## config.mk

```make
export PLATFORM = sky130hd
export DESIGN_NAME = mem_port_arbiter
export DESIGN_NICKNAME = d
export VERILOG_FILES = /design/src/rtl/mem_port_arbiter.sv
export SDC_FILE = /design/constraint.sdc
export NUM_CORES = 1
export LEC_CHECK = 0
export CORE_ASPECT_RATIO = 0.9
export CORE_MARGIN = 8
export CORE_UTILIZATION = 30
export DETAILED_ROUTE_END_ITERATION = 10
export PLACE_DENSITY = 0.69
export SYNTH_ARGS = -nofsm -noshare
export SYNTH_HDL_FRONTEND = slang
export SYNTH_SLANG_ARGS = --single-unit
```

## constraint.sdc

```tcl
create_clock -name clk -period 4.51 [get_ports clk]
set_input_delay 0.451 -clock clk [delete_from_list [all_inputs] [get_ports clk]]
set_output_delay 0.451 -clock clk [all_outputs]
set_load 0.05 [all_outputs]
```

## src/rtl/mem_port_arbiter.sv

```systemverilog
// mem_port_arbiter
//   Shares one single-ported, fixed-latency synchronous memory between the
//   instruction-fetch port and the load/store data port. It runs one access at
//   a time as IDLE -> ISSUE -> WAIT (MEM_LAT cycles) -> DONE. Data has priority.
//   A run counter stops a continuous stream of data accesses from starving a
//   pending fetch.
//
// Ports
//   clk, rst                      clock, asynchronous active-high reset
//   inst_req/inst_addr            fetch request (level, held until inst_valid)
//   inst_rdata/inst_valid         fetched word and its one-cycle completion pulse
//   inst_stall                    inst_req & ~inst_valid
//   data_req/data_wen/data_addr/data_wdata
//                                 load/store request (wen==0 means load)
//   data_rdata/data_valid         load word and its one-cycle completion pulse
//   data_stall                    data_req & ~data_valid
//   mem_en/mem_wen/mem_addr/mem_wdata
//                                 memory command, mem_en high one cycle per access
//   mem_rdata                     memory read data, valid MEM_LAT cycles after mem_en
module mem_port_arbiter #(
  parameter int unsigned MEM_LAT      = 1,
  parameter int unsigned MAX_DATA_RUN = 4
) (
  input  logic        clk,
  input  logic        rst,
  input  logic        inst_req,
  input  logic [31:0] inst_addr,
  output logic [31:0] inst_rdata,
  output logic        inst_valid,
  output logic        inst_stall,
  input  logic        data_req,
  input  logic [3:0]  data_wen,
  input  logic [31:0] data_addr,
  input  logic [31:0] data_wdata,
  output logic [31:0] data_rdata,
  output logic        data_valid,
  output logic        data_stall,
  output logic        mem_en,
  output logic [3:0]  mem_wen,
  output logic [31:0] mem_addr,
  output logic [31:0] mem_wdata,
  input  logic [31:0] mem_rdata
);

  localparam int unsigned  RUN_W    = $clog2(MAX_DATA_RUN + 1);
  localparam logic [RUN_W-1:0] RUN_MAX = RUN_W'(MAX_DATA_RUN);
  localparam logic [1:0]   LAT_INIT = 2'(MEM_LAT - 1);

  typedef enum logic [1:0] {IDLE, ISSUE, WAIT, DONE} state_t;
  typedef enum logic {OWN_INST, OWN_DATA} owner_t;

  state_t           state;
  state_t           state_nxt;
  owner_t           owner;
  logic [1:0]       lat_cnt;
  logic [RUN_W-1:0] run;
  logic             grant_data;
  logic             grant_inst;

  // Arbitration is only evaluated in IDLE, so the port completing in DONE
  // (whose req is still high) cannot be granted a second time.
  always_comb begin
    grant_data = (state == IDLE) && data_req && (!inst_req || (run < RUN_MAX));
    grant_inst = (state == IDLE) && inst_req && !grant_data;
  end

  // State register
  always_ff @(posedge clk or posedge rst) begin
    if (rst) state <= IDLE;
    else     state <= state_nxt;
  end

  // Next-state logic
  always_comb begin
    state_nxt = state;
    case (state)
      IDLE:    if (grant_data || grant_inst) state_nxt = ISSUE;
      ISSUE:   state_nxt = WAIT;
      WAIT:    if (lat_cnt == 2'd0) state_nxt = DONE;
      DONE:    state_nxt = IDLE;
      default: state_nxt = IDLE;
    endcase
  end

  // State-decoded outputs; the strobe and valid pulses are one state long.
  always_comb begin
    mem_en     = (state == ISSUE);
    inst_valid = (state == DONE) && (owner == OWN_INST);
    data_valid = (state == DONE) && (owner == OWN_DATA);
    inst_stall = inst_req & ~inst_valid;
    data_stall = data_req & ~data_valid;
  end

  // Command, latency counter, run counter and read-data capture
  always_ff @(posedge clk or posedge rst) begin
    if (rst) begin
      owner      <= OWN_INST;
      mem_wen    <= '0;
      mem_addr   <= '0;
      mem_wdata  <= '0;
      lat_cnt    <= '0;
      run        <= '0;
      inst_rdata <= '0;
      data_rdata <= '0;
    end else begin
      case (state)
        IDLE: begin
          if (grant_data) begin
            owner     <= OWN_DATA;
            mem_addr  <= data_addr;
            mem_wen   <= data_wen;
            mem_wdata <= data_wdata;
            if (!inst_req)           run <= '0;
            else if (run != RUN_MAX) run <= run + 1'b1;
          end else if (grant_inst) begin
            owner     <= OWN_INST;
            mem_addr  <= inst_addr;
            mem_wen   <= '0;
            mem_wdata <= data_wdata;
            run       <= '0;
          end
        end
        ISSUE: begin
          mem_wen <= '0;
          lat_cnt <= LAT_INIT;
        end
        WAIT: begin
          if (lat_cnt == 2'd0) begin
            if (owner == OWN_DATA) data_rdata <= mem_rdata;
            else                   inst_rdata <= mem_rdata;
          end else begin
            lat_cnt <= lat_cnt - 2'd1;
          end
        end
        default: ;
      endcase
    end
  end

endmodule

```

# Yosys cells after proc, flatten, opt, wreduce, memory -nomap -nowiden
# Cells that the tools add are included.
[classes]
n_eq_ne = 9
reduce_logical = 22
add_sub_neg = 2
magnitude_cmp = 1
muxes = 18
bitwise = 5
[ops]
columns = ["operator", "count"]
rows = [
  ["32-bit two-way mux", 4],
  ["3-bit two-way mux", 4],
  ["3-bit AND reduction", 3],
  ["4-bit two-way mux", 2],
  ["2-bit one-hot mux with 4 select lines", 1],
  ["4-bit one-hot mux with 2 select lines", 1],
  ["2-bit AND reduction", 4],
  ["1-bit logical AND", 6],
  ["2-bit two-way mux", 3],
  ["3-bit inequality test (second input constant)", 2],
  ["2-bit nonzero test", 3],
  ["2-bit equality test (second input constant)", 2],
  ["2-bit logical NOT", 2],
  ["2-bit inequality test (second input constant)", 2],
  ["2-bit one-hot mux with 2 select lines", 1],
  ["3-bit by 1-bit adder with 3-bit output (second input constant)", 1],
  ["3-bit < comparator (second input constant)", 1],
  ["3-bit by 2-bit inequality test with 1-bit output (second input constant)", 1],
  ["1-bit NOT", 3],
  ["1-bit AND", 2],
  ["2-bit by 1-bit equality test with 1-bit output (second input constant)", 1],
  ["1-bit logical NOT", 2],
  ["1-bit logical OR", 2],
  ["1-bit two-way mux", 2],
  ["other kinds (2)", 2],
]
[word_totals]
register_bits = 140
out_inout_bits = 137
in_bits = 136
elab_cells = 66

# Depth between registers and ports, before layout
[depth]
word_depth = 8
ltp_mapped = 9
mapped_depth_nobuf = 5

# Worst setup path before layout
# No wires, ideal clock.
[synth_path]
kind = "reg-to-output"
from = "reg state[0]"
to = "out inst_stall"
setup_slack_ns = 2.339
path_stages_with_launch = 4
arrival_ns = 1.720
path_cell_list = "dfrtp_1 -> ha_1 -> nor2b_1 -> nor2b_1"
[synth_via]
elab_chain_len = 4
[synth_rtl]
columns = ["element", "line", "source"]
rows = [
  ["start, declared", "52", "state_t state;"],
  ["start signal, assigned", "70", "else state <= state_nxt;"],
  ["2-bit equality test", "88", "inst_valid = (state == DONE) && (owner == OWN_INST);"],
  ["1-bit logical AND", "88", ""],
  ["net inst_valid", "29", "output logic inst_valid,"],
  ["1-bit NOT", "90", "inst_stall = inst_req & ~inst_valid;"],
  ["1-bit AND", "90", ""],
  ["end, declared", "30", "output logic inst_stall,"],
]
# The timed path passes the listed nets, and every way through them passes these cells.

# Worst setup path in the final report
[layout_path]
from = "in inst_req"
to = "out inst_stall"
[layout_via]
elab_chain_len = 1
[layout_rtl]
columns = ["element", "line", "source"]
rows = [
  ["start, declared", "26", "input logic inst_req,"],
  ["1-bit AND", "90", ""],
]
# Every way passes these cells.

==> metrics.yaml <==
status: "complete, no violations"
cts_setup_buffers: 0
ys_warn_count: 0
cp_top_family: "buffers and inverters"
drtAntennaViolNets: 0
synthSimpleGateAreaFrac_pct: 12.5
wl_microns: 19000
tns_ns: 0
final_util_pct: 48.0
muxShareOfSynthArea_pct: 15.7
grt_setup_unrepaired: "no"
core_sq_mm: 0.0199
fin_area_sq_mm: 0.00956
synth_fa_ha_area_share_pct: 1.44
synth_xor_area_share_pct: 0
ys_seq_area_share_pct: 57.6
cp_cell_sequence: "clkdlybuf4s50_1, nor2b_1, clkdlybuf4s50_1"
synth_largest_area_cell: "dfrtp_1"
slowest_delay_ns: 0.81
root_buffer: "clkbuf_16"
synth_top_family_by_area: "multiplexers"
switchingPower_mw: 4.24
required_ns: 4.06
vdd.ir_drop.worst_mv: 0.453
netlist_top_cells_count: "dfrtp_1 (140), nand2_1 (99), mux2_4 (60)"
ys_seq_elements: 140
cts_tree: "built"
h-tree-depth: 4
synth_most_common_cell: "dfrtp_1"
n_antenna_cell: 0
switching_share_pct: 47.4
grt_pass1_vias: 5254
netlist_area_sq_mm: 0.00609
cts_resized: 0
synth_compound_area_share_pct: 8.35
synth-async-reset-ratio_pct: 100
slew_viol_final: 0
max-cap-violations: 0
dieArea_sq_mm: 0.0251
nets: 922
period_needed_ns: 2.67
cts_made_buffers: 17
rows: 49
clock_latency_ns: 0.41
timing.critical_path.mode_cell: "clkdlybuf4s50_1"
tightest_slew_ns: 1.13
synth.avg_cell_area_sq_um: 11.7
p_leak_nw: 4.21
synth_area_leaders: "dfrtp_1 (58%), mux2_4 (15%), nand2_1 (6.1%)"
max_freq_ghz: 0.374
io-pin-count: 273
setup_violations: 0
wire_per_inst_microns: 18.1
antenna_found_initial: 0
p_clk_share_pct: 16.3
drtIter0Drc: 250
die_x_microns: 166
via_count: 4887
setup.worst_path.start_class: "input port"
pre_cts_slack_ns: 1.84
hold_violations: 0
drtPass1Iterations: 4
fin_crit_sh_pct: 59.3
relSlewSlack_pct: 24.3
synthCells: 519
arrival_ns: 2.22
drive_gt1_share_pct: 13.8
worst_setup_path_end_kind: "output port"
clk_pin_slew_ns: 0.06
syn_to_final_growth_pct: 57.1
powerDensity_mw_per_mm2: 937
start_util_pct: 30.5
critPathKind: "in -> out"
grt_overflow: 0
grt.total_usage_pct: 14.9
layout_setup_ws_ns: 1.84
place_congestion: 0.746
vias_per_cell: 4.67
dpl_cell_area_sq_mm: 0.00895
drc: 0
postCtsHoldBufs: 0
portBuffers: 272
synth_top_area_share_pct: 57.6
die_y_microns: 151
yosys.cell_types.count: 31
clockBufferDepth: 2
cts_sinks: 140
fin_skew_ns: 0.00786
grt_pass1_wl_microns: 29700
synthFlopType: "dfrtp_1"
p_int_mw: 4.71
cp_slowest_cell: "clkdlybuf4s50_1"
place_hpwl_microns: 13400
comb_power_share_pct: 58.6
seqPwrFrac_pct: 25.1
hold_class: "reg -> reg"
crit_fanout: 8
grt_max_degree: 99
cp_num_buf_inv: 2
synth_edf_count: 0
syn-num-nets: 662
kinds of logic (layout without fill, tap and decap cells):
kind of cell,Yosys count,after routing
flops,140,140
buf+inv,45,317
compound gates,83,83
simple gates,179,179
mux,65,65
fa+ha+maj,7,7
layout make-up:
cell class	instances	area [sq um]
Clock buffer	17	425
Clock inverter	14	181
Fill cell	1856	10400
Inverter	8	35.0
Multi-Input combinational cell	334	2330
Sequential cell	140	3500
Tap cell	255	319
Timing Repair Buffer	278	2770
path summary, 6_finish.rpt:
path                                from  slack (ns)  depth (start not counted)       endpoint
max                             inst_req        1.84                          3     inst_stall
min                        mem_wdata[30]        0.47                          2  mem_wdata[30]
max reg2reg                     state[0]        2.04                          5   mem_addr[23]
min reg2reg                mem_wdata[30]        0.47                          2  mem_wdata[30]
max in group asynchronous            rst        3.00                          3  data_rdata[5]
min in group asynchronous            rst        0.60                          2  mem_wdata[15]
layer usage:
metal | global-route usage [%] | routed length (microns)
met1 | 18.6 | 8160
met2 | 23.9 | 9060
met3 | 5.76 | 1490
met4 | 4.31 | 241
met5 | 0 | 0
per-stage QoR:
stage	total power, mW	std cells	hold WS [ns]
2_1_floorplan	5.84	519	0.456
3_3_place_gp	7.49	1015	0.457
3_5_place_dp	7.56	1015	0.462
4_1_cts	9.06	1046	0.478
5_1_grt	9.39	1046	0.485
6_report	8.95	1046	0.470
worst register-to-register path, stage by stage, from the launching register on:
cell,delay (ns)
dfrtp_1,0.42
inv_1,0.09
ha_1,0.44
nand2_1,0.79
o21ai_0,0.43
a31oi_1,0.12
cells in the final DEF (no fill, tap or decap), drive strengths merged:
master	count
clkbuf	17
a21boi	1
a31oi	32
nand2b	1
clkdlybuf4s50	272
clkinvlp	3
a21oi	4
and2	3
o22a	1
o21ai	34
nor2b	3
mux2	65
nor2	35
nand2	99
clkinv	2
a32o	2
bufinv	3
a21o	1
dfrtp	140
a32oi	4
ha	7
a31o	1
o2bb2ai	1
inv	14
nand3	38
o21a	1
o22ai	1
buf	6
power by group through the flow:
| stage | sequential, mW | clock, mW | combinational [mW] |
|---|---|---|---|
| global placement | 2.23 | 0 | 5.26 |
| finish | 2.25 | 1.46 | 5.25 |
| global route | 2.34 | 1.55 | 5.50 |
| floorplan | 4.31 | 0 | 1.53 |
| detailed placement | 2.25 | 0 | 5.30 |
| CTS | 2.25 | 1.50 | 5.31 |
state kept, by name, summed over array words and instances (netlist names):
| register | cells |
|---|---|
| data_rdata | 32 |
| inst_rdata | 32 |
| mem_addr | 32 |
| mem_wdata | 32 |
| mem_wen | 4 |
| run | 3 |
| lat_cnt | 2 |
| state | 2 |
| owner | 1 |
No activity file was read; power rests on OpenSTA's default activity.
